===== src/rtl/osd_mam_wb_burst_if.sv =====
// osd_mam_wb_burst_if
//   Wishbone B3 bus-master back end for the MAM. Takes MAM access requests
//   and runs them as single beats or linear incrementing bursts (cti/bte).
//   Read data passes through a 2-entry buffer, so a slow consumer throttles
//   the bus with wait states instead of dropping words.
//
// Ports
//   clk_i, rst_i                       clock, async active-high reset
//   req_valid/req_ready, req_rw,
//   req_addr, req_burst, req_beats     MAM request channel
//   write_valid/write_ready,
//   write_data, write_strb             MAM write data channel
//   read_valid/read_ready, read_data   MAM read data channel
//   cyc_o, stb_o, we_o, addr_o, dat_o,
//   sel_o, cti_o, bte_o                Wishbone master outputs
//   dat_i, ack_i, err_i                Wishbone slave responses
//   err_o                              registered pulse after an err_i beat
//   dbg_state_o                        current FSM state (IDLE/WRITE/READ/DRAIN)
//
// Handshakes: every valid/ready pair transfers exactly on a rising clock
// edge where both valid and ready are high; valid never waits for ready.

module osd_mam_wb_burst_if #(
  parameter int DATA_WIDTH = 32,
  parameter int ADDR_WIDTH = 32,
  localparam int SW = DATA_WIDTH / 8
) (
  input  logic                  clk_i,
  input  logic                  rst_i,
  input  logic                  req_valid,
  output logic                  req_ready,
  input  logic                  req_rw,
  input  logic [ADDR_WIDTH-1:0] req_addr,
  input  logic                  req_burst,
  input  logic [13:0]           req_beats,
  input  logic                  write_valid,
  output logic                  write_ready,
  input  logic [DATA_WIDTH-1:0] write_data,
  input  logic [SW-1:0]         write_strb,
  output logic                  read_valid,
  input  logic                  read_ready,
  output logic [DATA_WIDTH-1:0] read_data,
  output logic                  cyc_o,
  output logic                  stb_o,
  output logic                  we_o,
  output logic [ADDR_WIDTH-1:0] addr_o,
  output logic [DATA_WIDTH-1:0] dat_o,
  input  logic [DATA_WIDTH-1:0] dat_i,
  output logic [SW-1:0]         sel_o,
  output logic [2:0]            cti_o,
  output logic [1:0]            bte_o,
  input  logic                  ack_i,
  input  logic                  err_i,
  output logic                  err_o,
  output logic [1:0]            dbg_state_o
);

  typedef enum logic [1:0] {
    IDLE  = 2'd0,
    WRITE = 2'd1,
    READ  = 2'd2,
    DRAIN = 2'd3
  } state_e;

  state_e                state_q, state_d;
  logic [ADDR_WIDTH-1:0] addr_q, addr_d;
  logic                  we_q, we_d;
  logic                  burst_q, burst_d;
  logic [13:0]           rem_q, rem_d;
  logic                  err_q, err_d;

  // Read buffer: two entries, separate read/write pointers plus a fill count.
  logic [DATA_WIDTH-1:0] mem_q [2];
  logic                  wptr_q, rptr_q;
  logic [1:0]            cnt_q, cnt_d;

  logic                  last_beat;
  logic                  beat;
  logic                  push;
  logic                  pop;
  logic [DATA_WIDTH-1:0] push_data;

  assign last_beat  = (rem_q == 14'd1);
  assign read_valid = (cnt_q != 2'd0);
  assign read_data  = mem_q[rptr_q];
  assign pop        = read_valid & read_ready;
  // ack_i and err_i together are one beat; the error wins and pushes zero.
  assign beat       = stb_o & (ack_i | err_i);
  assign push       = (state_q == READ) & beat;
  assign push_data  = err_i ? '0 : dat_i;

  assign we_o        = we_q;
  assign addr_o      = addr_q;
  assign dat_o       = write_data;
  assign bte_o       = 2'b00;
  assign err_o       = err_q;
  assign dbg_state_o = state_q;

  always_comb begin
    state_d     = state_q;
    addr_d      = addr_q;
    we_d        = we_q;
    burst_d     = burst_q;
    rem_d       = rem_q;
    req_ready   = 1'b0;
    write_ready = 1'b0;
    cyc_o       = 1'b0;
    stb_o       = 1'b0;
    sel_o       = '0;
    cti_o       = 3'b000;

    case (state_q)
      IDLE: begin
        // Held low while reset is asserted so nothing is taken during reset.
        req_ready = ~rst_i;
        if (req_valid && !rst_i) begin
          addr_d  = req_addr;
          we_d    = req_rw;
          burst_d = req_burst;
          rem_d   = (req_burst && req_beats != 14'd0) ? req_beats : 14'd1;
          state_d = req_rw ? WRITE : READ;
        end
      end

      WRITE: begin
        cyc_o       = 1'b1;
        stb_o       = write_valid;
        sel_o       = burst_q ? {SW{1'b1}} : write_strb;
        write_ready = ack_i | err_i;
        if (beat) begin
          addr_d = addr_q + ADDR_WIDTH'(SW);
          if (rem_q != 14'd0) rem_d = rem_q - 14'd1;
          if (last_beat) state_d = IDLE;
        end
      end

      READ: begin
        cyc_o = 1'b1;
        // Only strobe when the buffer can take the returned word.
        stb_o = (cnt_q != 2'd2);
        sel_o = {SW{1'b1}};
        if (beat) begin
          addr_d = addr_q + ADDR_WIDTH'(SW);
          if (rem_q != 14'd0) rem_d = rem_q - 14'd1;
          if (last_beat) state_d = DRAIN;
        end
      end

      DRAIN: begin
        // Leave as soon as the final word is being popped.
        if (cnt_q == 2'd0 || (cnt_q == 2'd1 && pop)) state_d = IDLE;
      end

      default: state_d = IDLE;
    endcase

    if (state_q == WRITE || state_q == READ) begin
      if (burst_q) cti_o = last_beat ? 3'b111 : 3'b010;
    end
  end

  assign err_d = beat & err_i;
  assign cnt_d = cnt_q + {1'b0, push} - {1'b0, pop};

  always_ff @(posedge clk_i or posedge rst_i) begin
    if (rst_i) begin
      state_q <= IDLE;
      addr_q  <= '0;
      we_q    <= 1'b0;
      burst_q <= 1'b0;
      rem_q   <= 14'd0;
      err_q   <= 1'b0;
    end else begin
      state_q <= state_d;
      addr_q  <= addr_d;
      we_q    <= we_d;
      burst_q <= burst_d;
      rem_q   <= rem_d;
      err_q   <= err_d;
    end
  end

  always_ff @(posedge clk_i or posedge rst_i) begin
    if (rst_i) begin
      mem_q[0] <= '0;
      mem_q[1] <= '0;
      wptr_q   <= 1'b0;
      rptr_q   <= 1'b0;
      cnt_q    <= 2'd0;
    end else begin
      if (push) begin
        mem_q[wptr_q] <= push_data;
        wptr_q        <= ~wptr_q;
      end
      if (pop) rptr_q <= ~rptr_q;
      cnt_q <= cnt_d;
    end
  end

endmodule


===== config.mk =====
export PLATFORM = sky130hd
export DESIGN_NAME = osd_mam_wb_burst_if
export DESIGN_NICKNAME = d
export VERILOG_FILES = /design/src/rtl/osd_mam_wb_burst_if.sv
export SDC_FILE = /design/constraint.sdc
export NUM_CORES = 1
export LEC_CHECK = 0
export CORE_UTILIZATION = 46
export DETAILED_ROUTE_END_ITERATION = 8
export HOLD_SLACK_MARGIN = 0.02
export PLACE_DENSITY = 0.82
export SLEW_MARGIN = 40
export SYNTH_ARGS = -nofsm -noshare
export SYNTH_HDL_FRONTEND = slang
export SYNTH_SLANG_ARGS = --single-unit

===== constraint.sdc =====
create_clock -name clk_i -period 5.7 [get_ports clk_i]
set_input_delay 1.14 -clock clk_i [delete_from_list [all_inputs] [get_ports clk_i]]
set_output_delay 1.14 -clock clk_i [all_outputs]
set_load 0.01 [all_outputs]

# Word-level counts from Yosys, hierarchy flattened
# Index checks and enable logic that the tools add are counted.
totals:
  ff_bits: 119
  latchBits: 0
  mem_bits_rw: 0
  romBits: 0
  inputBits: 123
  out_inout_bits: 114
  word_cells: 92
  n_memories: 0
op_classes:
  addsub: 4
  multipliers: 0
  div_mod_pow: 0
  order_cmp: 3
  n_eq_ne: 14
  n_shift: 0
  n_mux: 32
  n_bitwise: 10
  n_reduce_logical: 18
op_table:
  columns: ["operator", "count"]
  rows:
  - ["$mux W32", 7]
  - ["$bwmux W64", 1]
  - ["$pmux W32 S2", 1]
  - ["$mux W14", 4]
  - ["$add A32 B3 Y32 const B", 1]
  - ["$demux W32 S1", 1]
  - ["$pmux W14 S2", 1]
  - ["$reduce_bool A14 Y1", 2]
  - ["$eq A14 B1 Y1 const B", 1]
  - ["$mux W2", 7]
  - ["$ne A2 B2 Y1 const B", 7]
  - ["$sub A14 B1 Y14 const B", 1]
  - ["$mux W3", 3]
  - ["$pmux W2 S4", 1]
  - ["$pmux W4 S2", 1]
  - ["$reduce_and A6 Y1", 1]
  - ["$and A1 B1 Y1", 4]
  - ["$eq A2 B1 Y1 const B", 2]
  - ["$eq A2 B2 Y1 const B", 2]
  - ["$ge A2 B2 Y1 const B", 2]
  - ["$logic_and A1 B1 Y1", 4]
  - ["$logic_not A2 Y1", 2]
  - ["$mux W4", 1]
  - ["$ne A2 B1 Y1 const B", 2]
  - ["other kinds (15)", 22]

# Depth between registers and ports, before layout
# Gate-level depths: netlist of run 1.
logic_depth:
  ltp_word: 6
  ltp_mapped: 10
  depth_no_buf: 10

# Worst setup path before layout of run 1
# Ideal clock, no wire load.
synth_path:
  path_type: "reg2out"
  from: "reg state_q[0], in the netlist dbg_state_o[0]"
  to: "out cti_o[2]"
  arrival_time_ps: 2025
  required_ps: 4560
  slack_ps: 2535
  path_stages_with_launch: 8
  n_path_buf: 3
  path_cell_list: "dfrtp_1 -> inv_1 -> ha_1 -> clkbuf_1 -> clkbuf_1 -> and2_1 -> and2_1 -> buf_4"
synth_between:
  elab_chain_len: 3
  elab_cells_between_ends: 4
  cone_classes: "eq/ne: 2; mux: 1; reduce/logical: 1"
synth_lines:
  columns: ["item", "line_no", "text"]
  rows:
  - ["start: declaration", "65", "state_e state_q, state_d;"]
  - ["start signal: assignment", "174", "state_q <= state_d;"]
  - ["$eq A2 B1 Y1 or $eq A2 B2 Y1 (tied branches)", "157", "if (state_q == WRITE || state_q == READ) begin"]
  - ["$logic_or A1 B1 Y1 (*)", "157", null]
  - ["$mux W3 (*)", "157", null]
  - ["end: declaration", "50", "output logic [2:0] cti_o,"]
# Mark *: on every way between the ends. The rest lies on a longest branch, timed or not.

# Worst setup path after layout of run 1
layout_path:
  from: "reg state_q[1], in the netlist dbg_state_o[1]"
  to: "out stb_o"
layout_between:
  elab_chain_len: 2
  elab_cells_between_ends: 3
  cone_classes: "eq/ne: 2; mux: 1"
layout_lines:
  columns: ["item", "line_no", "text"]
  rows:
  - ["$eq A2 B2 Y1 or $eq A2 B1 Y1 (tied branches)", "112", "case (state_q)"]
  - ["$pmux W1 S2 (*)", "112", null]
  - ["end: declaration", "44", "output logic stb_o,"]
# Marked as above.

==> out/qor.yml, run 1 <==
status: "finished, final reports clean"
final_area_sq_um: 8830
ant_nets: 0
synth-seq-cells: 119
cts_sinks: 119
crit_buf_inv: 3
overflow: 0
avgSynthCellArea_sq_um: 9.09
clkPwrFrac: 0.216
pwr-share-seq: 0.312
yosys-top-cells-count: "dfrtp_1, nand2_1, o21ai_0"
grt_pass1_vias: 5531
synthMostInstantiatedCell: "dfrtp_1"
power_switching_share: 0.384
dp_cells: 1010
p_leak_nw: 3.65
core_area_sq_um: 14000
dp_hpwl_mm: 11.1
insertion_delay_ns: 0.42
nets: 982
drt_iter0_drc: 514
fin_tns_setup_ns: 0
async_flop_share: 1.00
tightest_slew_ns: 0.821
cpLargestDelayFamily: "buffers and inverters"
crit_path_max_fanout: 87
drc: 0
antenna_found_initial: 0
synth_cell_types: 63
synth_cells: 732
die_area_sq_um: 15000
p_sw_w: 0.00192
antennaDiodeCount: 0
die_w_um: 122
slew_viol_final: 0
final_cells: 1042
end_kind: "output pin"
grt_pass1_wl_mm: 26.9
internal_power_w: 0.00308
cts_tree: "done"
pwr-share-comb: 0.472
finalCritPeriodShare: 0.738
synth_top_area_cell: "dfrtp_1"
rows: 43
rsz0062_at_grt: "false"
cts_setup_buffers: 0
cap_violations: 0
critical_path_class: "flop to output pin"
crit_chain: "inv_1 > ha_2 > buf_4 > nand3_1 > o31ai_4 > clkdlybuf4s50_1"
fin_skew_ns: 0.00967
crit_path_max_incr_delay_ns: 0.66
power_density_nw_per_um2: 567
cp.required_ns: 4.56
yosys.area.top_type_share: 0.448
syn_area_sq_um: 6650
hold_viol: 0
area_growth_pct: 32.7
vias: 5818
cts_resized: 0
clockBufferDepth: 2
max_freq_ghz: 0.238
cp_slowest_cell: "buf_4"
cts_buffers: 17
yosysSeqAreaShare: 0.448
drive_above_1_share: 0.118
cp-start-kind: "flop"
wire_per_inst_um: 16.0
ir_drop_uv: 418
globalRouteTotalUtil: 0.230
viasPerCell: 5.58
synth_edf_count: 0
synth-main-ff-cell: "dfrtp_1"
slew-limit-headroom: 0.453
io_buffers: 170
num_io_pins: 237
worstPathArrival_ns: 3.07
root_buffer: "clkbuf_16"
grt_start_max_net_pins: 88
globalplace.congestion: 0.857
ctsHoldBuffers: 0
initial_core_util: 0.476
finalCriticalPeriod_ns: 4.21
clk_pin_slew_ns: 0.06
yosys_warnings: 0
firstDrtPassIters: 6
holdCritPathClass: "flop to flop"
setup_viol: 0
die_h_um: 122
synth_area_leaders: "dfrtp_1, o21ai_0, mux2_2, nand2_1, buf_4"
htree_levels: 4
drt-total-wl_mm: 16.6
postPlaceCellArea_sq_um: 8230
flip-flops by register name, indices dropped and copies added, names as in the netlist:
name,flops
addr_o,32
burst_q,1
cnt_q,2
dbg_state_o,2
err_o,1
mem_q,64
rem_q,14
rptr_q,1
we_o,1
wptr_q,1
cell families (layout without fill, tap and decap cells):
logic type	Yosys count	after routing	synth area share
AOI/OAI and AO/OA	215	215	0.191
xor gates and xnor gates	3	3	0.00395
adders and majority gates	10	10	0.0188
buffers and inverters	100	229	0.0782
DFF	119	119	0.448
muxes	41	41	0.0686
other	1	2	0.000564
and+or+nand+nor	243	243	0.191
tightest hold or removal path, delay by kind of cell (launching register included):
kind | cells | cell delay (ns)
flops | 1 | 0.34
compound gates | 1 | 0.06
simple gates | 1 | 0.04
metrics by stage:
| step | util | total power [W] | hold slack (ns) | setup WS [ns] |
|---|---|---|---|---|
| floorplan | - | 0.00299 | 0.444 | 1.40 |
| global placement | 0.587 | 0.00385 | 0.455 | 1.75 |
| detailed placement | 0.588 | 0.00392 | 0.465 | 1.73 |
| CTS | 0.631 | 0.00502 | 0.477 | 1.49 |
| global route | 0.631 | 0.00534 | 0.498 | 1.32 |
| finish | 0.631 | 0.00501 | 0.471 | 1.49 |
cell usage in the layout (no fill, tap or decap), types with 6 or more instances in the layout:
cell,n
a21oi_1,51
nand2_1,99
clkdlybuf4s50_1,170
nand2b_1,36
nor2_1,12
o21ai_1,6
o22ai_1,14
clkbuf_16,17
a2bb2oi_1,14
inv_1,13
nand3_1,28
mux2_2,37
nand4_1,12
buf_4,11
and2_1,6
nor4_1,7
and3_1,6
nor3_1,9
o21ai_0,97
ha_1,9
dfrtp_1,118
layer usage:
layer / vias up / wire, um / GRT usage
met4: 0 / 299 / 0.0930
met1: 2770 / 7250 / 0.291
li1: 2802 / - / -
met2: 219 / 7900 / 0.376
met3: 27 / 1200 / 0.0558
met5: - / 0 / 0
power by group through the flow:
stage / registers (W) / clock network (W) / logic, W
finish: 0.00156 / 0.00108 / 0.00237
floorplan: 0.00151 / 0 / 0.00147
CTS: 0.00156 / 0.00110 / 0.00236
global placement: 0.00155 / 0 / 0.00230
detailed placement: 0.00157 / 0 / 0.00235
global route: 0.00162 / 0.00114 / 0.00259
path summary, 6_finish.rpt:
| path | slack, ns | startpoint | cells past startpoint | endpoint |
|---|---|---|---|---|
| hold / removal | 0.47 | mem_q[7] | 2 | mem_q[7] |
| setup reg to reg | 2.12 | dbg_state_o[1] | 9 | rem_q[2] |
| setup / recovery | 1.49 | dbg_state_o[1] | 6 | stb_o |
| max in group asynchronous | 3.60 | rst_i | 3 | mem_q[34] |
| hold reg to reg | 0.47 | mem_q[7] | 2 | mem_q[7] |
| min in group asynchronous | 1.29 | rst_i | 2 | addr_o[1] |
cell type report:
type | instances | area, sq um
multi-input combinational | 514 | 3180
clock buffer | 20 | 447
fill | 1151 | 5160
tap | 180 | 225
clock inverter | 12 | 153
timing repair buffer | 181 | 1780
sequential | 119 | 2980
inverter | 16 | 65.1
(Power assumes the default switching activity.)
==> run 2: changes to the inputs <==
clock period = 4 ns   (was 5.7 ns; I/O delays follow)
==> run 2 against run 1 <==
Net effect: flip-flop and latch count stayed put; largest cell class unchanged; utilization is 0.31 points higher; critical path depth stayed put; critical path type unchanged; clock power is 48% higher; largest power group unchanged; clock-buffer cell count is 3 higher; die area stayed put.
==> out/qor.yml, run 2 (synthesis gave the netlist of run 1 again) <==
io_buffers: 170  # unchanged
antenna_found_initial: 0  # unchanged
rr_worst_depth: 7  # -2
max_freq_ghz: 0.276
status: "finished, final reports clean"
hold_viol: 0  # unchanged
globalRouteTotalUtil: 0.232  # +0.00229
r2r_start: "dbg_state_o[0]"
core_area_sq_um: 14000  # unchanged
htree_levels: 4  # unchanged
cp_slowest_cell: "or4b_2"
nets: 983  # +0.10%
initial_core_util: 0.476  # unchanged
fin_tns_setup_ns: 0  # unchanged
die_area_sq_um: 15000  # unchanged
firstDrtPassIters: 5  # -1
crit_start: "rem_q[1]"
cts_setup_buffers: 0  # unchanged
cp.required_ns: 3.20  # -1.36 ns
drive_above_1_share: 0.115  # -0.00348
die_w_um: 122  # unchanged
worstPathArrival_ns: 2.82  # -0.25 ns
wire_per_inst_um: 16.0  # +0.10%
dp_cells: 1011  # +0.099%
antennaDiodeCount: 0  # unchanged
overflow: 0  # unchanged
crit_path_max_incr_delay_ns: 0.57  # -0.09 ns
cts_resized: 0  # unchanged
grt_pass1_wl_mm: 27.1  # +0.72%
critical_path_class: "flop to output pin"
ir_drop_uv: 496  # +19%
drt-total-wl_mm: 16.7  # +0.10%
setup_viol: 0  # unchanged
crit_end: "cti_o[0]"
regToRegSetupSlack_ns: 1.27  # -0.85 ns
globalplace.congestion: 0.866  # +1.0%
insertion_delay_ns: 0.42  # about the same
holdCritPathClass: "flop to flop"
power_density_nw_per_um2: 814  # +43%
p_leak_nw: 3.66  # +0.50%
num_io_pins: 237  # unchanged
drt_iter0_drc: 319  # -38%
rr_endpoint: "rem_q[2]"
regMostFlops: "mem_q"
slew-limit-headroom: 0.442  # -0.0102
cap_violations: 0  # unchanged
tightest_slew_ns: 0.836  # +0.0153 ns
root_buffer: "clkbuf_16"
cts_tree: "done"
viasPerCell: 5.56  # -0.50%
grt_start_max_net_pins: 91  # +3.4%
end_kind: "output pin"
slew_viol_final: 0  # unchanged
drc: 0  # unchanged
finalCriticalPeriod_ns: 3.62
clk_pin_slew_ns: 0.05  # about the same
dp_hpwl_mm: 11.0  # -0.80%
largest_reg_flops: 64  # unchanged
die_h_um: 122  # unchanged
rsz0062_at_grt: "false"
ant_nets: 0  # unchanged
crit_path_max_fanout: 4  # -95%
final_cell_mix: "clkdlybuf4s50_1, dfrtp_1, nand2_1, o21ai_0, a21oi_1"
rows: 43  # unchanged
crit_chain: "inv_1 > ha_1 > or4b_2 > nor4_1 > and2_1 > clkdlybuf4s50_1"
cts_sinks: 119  # unchanged
area_growth_pct: 33.4
layout_commonest_cell: "clkdlybuf4s50_1"
grt_pass1_vias: 5511  # -0.36%
finalCritPeriodShare: 0.905
cts_buffers: 17  # unchanged
worst_hold_slack_ns: 0.470  # -0.000858 ns
cp-start-kind: "flop"
vias: 5789  # -0.50%
ctsHoldBuffers: 0  # unchanged
final_cells: 1042  # unchanged
clockBufferDepth: 2  # unchanged
fin_skew_ns: 0.00880  # -0.000874 ns
-- run 2: cell types whose count changed in the layout (fill, tap and decap cells not counted) --
cell,before,now
inv_4,0,1
bufinv_16,3,4
dfrtp_1,118,119
inv_6,1,0
buf_4,11,10
clkbuf_8,1,2
clkinv_4,4,1
dfrtp_2,1,0
buf_12,0,2
clkinv_2,4,2
clkbuf_1,2,4
-- run 2: per-layer routing --
| metal | up-vias | routed length, um | part of all wire | GRT usage |
|---|---|---|---|---|
| li1 | 2818 | - | - | - |
| met1 | 2737 | 7240 | 0.43 | 0.300 |
| met2 | 215 | 7900 | 0.47 | 0.367 |
| met3 | 19 | 1300 | 0.078 | 0.0711 |
| met4 | 0 | 225 | 0.014 | 0.0816 |
| met5 | - | 0 | 0 | 0 |
-- run 2: area by class of cell --
type | instances | area, sq um
fill | 1141 | 5110
multi-input combinational | 514 | 3180
sequential | 119 | 2980
timing repair buffer | 182 | 1820
clock buffer | 23 | 468
tap | 180 | 225
clock inverter | 8 | 146
inverter | 16 | 62.6
-- run 2: stage by stage --
step	utilization	total power, W	worst slack (ns)	cell area [sq um]
finish	0.634	0.00722	0.379	8870
global route	0.634	0.00771	0.250	8870
CTS	0.634	0.00725	0.405	8870
detailed placement	0.590	0.00562	0.850	8260
global placement	0.590	0.00553	0.924	8250
floorplan	-	0.00426	0.0425	6660
-- run 2: worst min path at each step --
stage                          from        end  slack, ns  depth (start not counted)
final                     mem_q[30]  mem_q[30]       0.47                          2
after global routing      mem_q[34]  mem_q[34]       0.49                          2
after CTS                 mem_q[13]  mem_q[13]       0.48                          2
after detailed placement  mem_q[24]  mem_q[24]       0.46                          2
after global placement     mem_q[4]   mem_q[4]       0.46                          2
after floorplan            mem_q[0]   mem_q[0]       0.44                          2
-- run 2: worst max-delay path, delay by kind of cell, from the launching register on --
kind / cells / cell delay [ns]
buffers and inverters: 2 / 0.65
flip-flops: 1 / 0.40
AND/OR/NAND/NOR: 3 / 1.20
adder cells (fa/ha/maj): 1 / 0.15
-- run 2: power breakdown --
part / switching (W) / internal [W] / total, W / leakage (nW)
Clock: 0.000527 / 0.00107 / 0.00160 / 0.297
Sequential: 0.000471 / 0.00173 / 0.00220 / 1.50
Combinational: 0.00173 / 0.00169 / 0.00342 / 1.87
Total: 0.00272 / 0.00450 / 0.00722 / 3.66
==> run 3: changes to the inputs <==
GPL_ROUTABILITY_DRIVEN = 0   (was not set)
SETUP_SLACK_MARGIN = 0.1   (was not set)
==> run 3 against run 2 <==
Net effect: cell count is 0.38% higher; clock-buffer cell count fell by 3; flip-flop and latch count unchanged; via count increased by 1.1%; first-iteration DRC count grew 26%; clock power fell by 6%; design area is 0.32% higher; worst setup slack improved by 0.080 ns; maximum frequency up 2.3%; critical path type unchanged; highest routed layer unchanged.
==> out/qor.yml, run 3 (synthesis gave the netlist of run 1 again) <==
drt-total-wl_mm: 17.3  # +3.9%
core_area_sq_um: 14000  # unchanged
cts_sinks: 119  # unchanged
htree_levels: 4  # unchanged
crit_chain: "inv_1 > ha_1 > or4b_2 > nor4_1 > and2_1 > clkdlybuf4s50_1"
tightest_slew_ns: 0.622  # -0.215 ns
fin_tns_setup_ns: 0  # unchanged
io_buffers: 170  # unchanged
clkPwrFrac: 0.211  # -0.010
dp_hpwl_mm: 11.6  # +5.9%
cts_setup_buffers: 0  # unchanged
ant_nets: 0  # unchanged
area_growth_pct: 33.8
pwr-share-seq: 0.306  # about the same
crit_path_max_incr_delay_ns: 0.57  # about the same
cap_violations: 0  # unchanged
setup_viol: 0  # unchanged
layout_commonest_cell: "clkdlybuf4s50_1"
slew-limit-headroom: 0.585  # +0.143
fillCellCount: 1149  # +0.70%
wl_met1_mm: 7.57  # +4.5%
die_h_um: 122  # unchanged
route.met2.wl_mm: 8.06  # +2.0%
rows: 43  # unchanged
clk_pin_slew_ns: 0.05  # about the same
worstPathArrival_ns: 2.74  # -0.08 ns
final_cell_mix: "clkdlybuf4s50_1, dfrtp_1, nand2_1, o21ai_0, a21oi_1"
grt_start_max_net_pins: 91  # unchanged
internal_power_w: 0.00437  # -2.8%
cts_resized: 0  # unchanged
cp.required_ns: 3.20  # about the same
drc: 0  # unchanged
finalCriticalPeriod_ns: 3.54  # -0.0800 ns
cp_slowest_cell: "or4b_2"
fin_skew_ns: 0.00990  # +0.00110 ns
p_sw_w: 0.00280  # +2.6%
cts_tree: "done"
num_io_pins: 237  # unchanged
overflow: 0  # unchanged
grt_pass1_vias: 5720  # +3.8%
max_freq_ghz: 0.282  # +2.3%
nets: 986  # +0.31%
critical_path_class: "flop to output pin"
cp-start-kind: "flop"
power_switching_share: 0.390  # +0.0129
end_kind: "output pin"
largest_reg_flops: 64  # unchanged
crit_buf_inv: 2  # unchanged
crit_path_max_fanout: 4  # unchanged
firstDrtPassIters: 5  # unchanged
drive_above_1_share: 0.122  # +0.00755
drt_iter0_drc: 401  # +26%
globalRouteTotalUtil: 0.241  # +0.00878
hold_viol: 0  # unchanged
die_w_um: 122  # unchanged
status: "finished, final reports clean"
slew_viol_final: 0  # unchanged
route.met3.wl_mm: 1.38  # +6.1%
die_area_sq_um: 15000  # unchanged
highest_layer: "met4"
regMostFlops: "mem_q"
insertion_delay_ns: 0.42  # about the same
p_leak_nw: 3.67  # about the same
ctsHoldBuffers: 0  # unchanged
viasPerCell: 5.60  # +0.72%
clockBufferDepth: 2  # unchanged
finalCritPeriodShare: 0.885  # -0.0200
p_total_w: 0.00716  # -0.77%
utilization: 0.636  # +0.00206
holdCritPathClass: "flop to flop"
wire_per_inst_um: 16.5  # +3.5%
cts_buffers: 17  # unchanged
antennaDiodeCount: 0  # unchanged
ir_drop_uv: 686  # +38%
cpLargestDelayFamily: "simple AND/OR/NAND/NOR gates"
vias: 5853  # +1.1%
initial_core_util: 0.476  # unchanged
power_density_nw_per_um2: 805  # -1.1%
root_buffer: "clkbuf_16"
pwr-share-comb: 0.483  # +0.009
grt_pass1_wl_mm: 28.1  # +3.6%
rsz0062_at_grt: "false"
antenna_found_initial: 0  # unchanged
## run 3: cell types whose count changed in the layout (fill, tap and decap cells not counted), sizes merged
cell      previous run  this run
clkbuf              23        20
inv                 16        15
clkinvlp             1         5
buf                 12        15
bufinv               4         2
clkinv               3         6
## run 3: stage by stage
stage               setup slack (ns)  hold WS (ns)  std cells  cell area (sq um)
floorplan                       1.18         0.444        733               6660
global placement               0.896         0.456       1012               8260
detailed placement             0.870         0.466       1014               8310
CTS                            0.427         0.479       1046               8900
global route                   0.292         0.492       1046               8900
finish                         0.459         0.476       1046               8900
## run 3: path summary, 6_finish.rpt
check                                    start             end  slack (ns)  cells past startpoint
worst min register to register       mem_q[48]       mem_q[48]        0.48                      2
worst max-delay path                  rem_q[1]        cti_o[2]        0.46                      6
worst min-delay path                 mem_q[48]       mem_q[48]        0.48                      2
min in group asynchronous                rst_i  dbg_state_o[0]        0.78                      2
worst max register to register  dbg_state_o[1]        rem_q[2]        1.19                      7
max in group asynchronous                rst_i       mem_q[28]        2.74                      3
## run 3: worst register-to-register path, stage by stage, from the launching register on
cell     delay [ns]
dfrtp_1        0.40
inv_1          0.11
ha_2           0.42
inv_2          0.07
o31ai_4        0.41
a31o_2         0.54
nand2_1        0.38
a211o_1        0.37
## run 3: layer usage
layer,up-vias,global-route usage
li1,2820,-
met1,2764,0.306
met2,234,0.385
met3,35,0.0748
met4,0,0.0877
met5,-,0
## run 3: area by class of cell
class	instances	area, sq um	share of cell area
Clock buffer	20	457	0.0513
Clock inverter	12	128	0.0143
Inverter	16	63.8	0.00717
Multi-Input combinational cell	514	3170	0.356
Sequential cell	119	2980	0.335
Tap cell	180	225	0.0253
Timing Repair Buffer	185	1880	0.212
## run 3: power groups by stage
stage	clock network [W]	logic (W)	registers, W
finish	0.00151	0.00346	0.00219
global route	0.00158	0.00380	0.00227
CTS	0.00153	0.00346	0.00218
detailed placement	0	0.00344	0.00219
global placement	0	0.00335	0.00216
floorplan	0	0.00210	0.00216
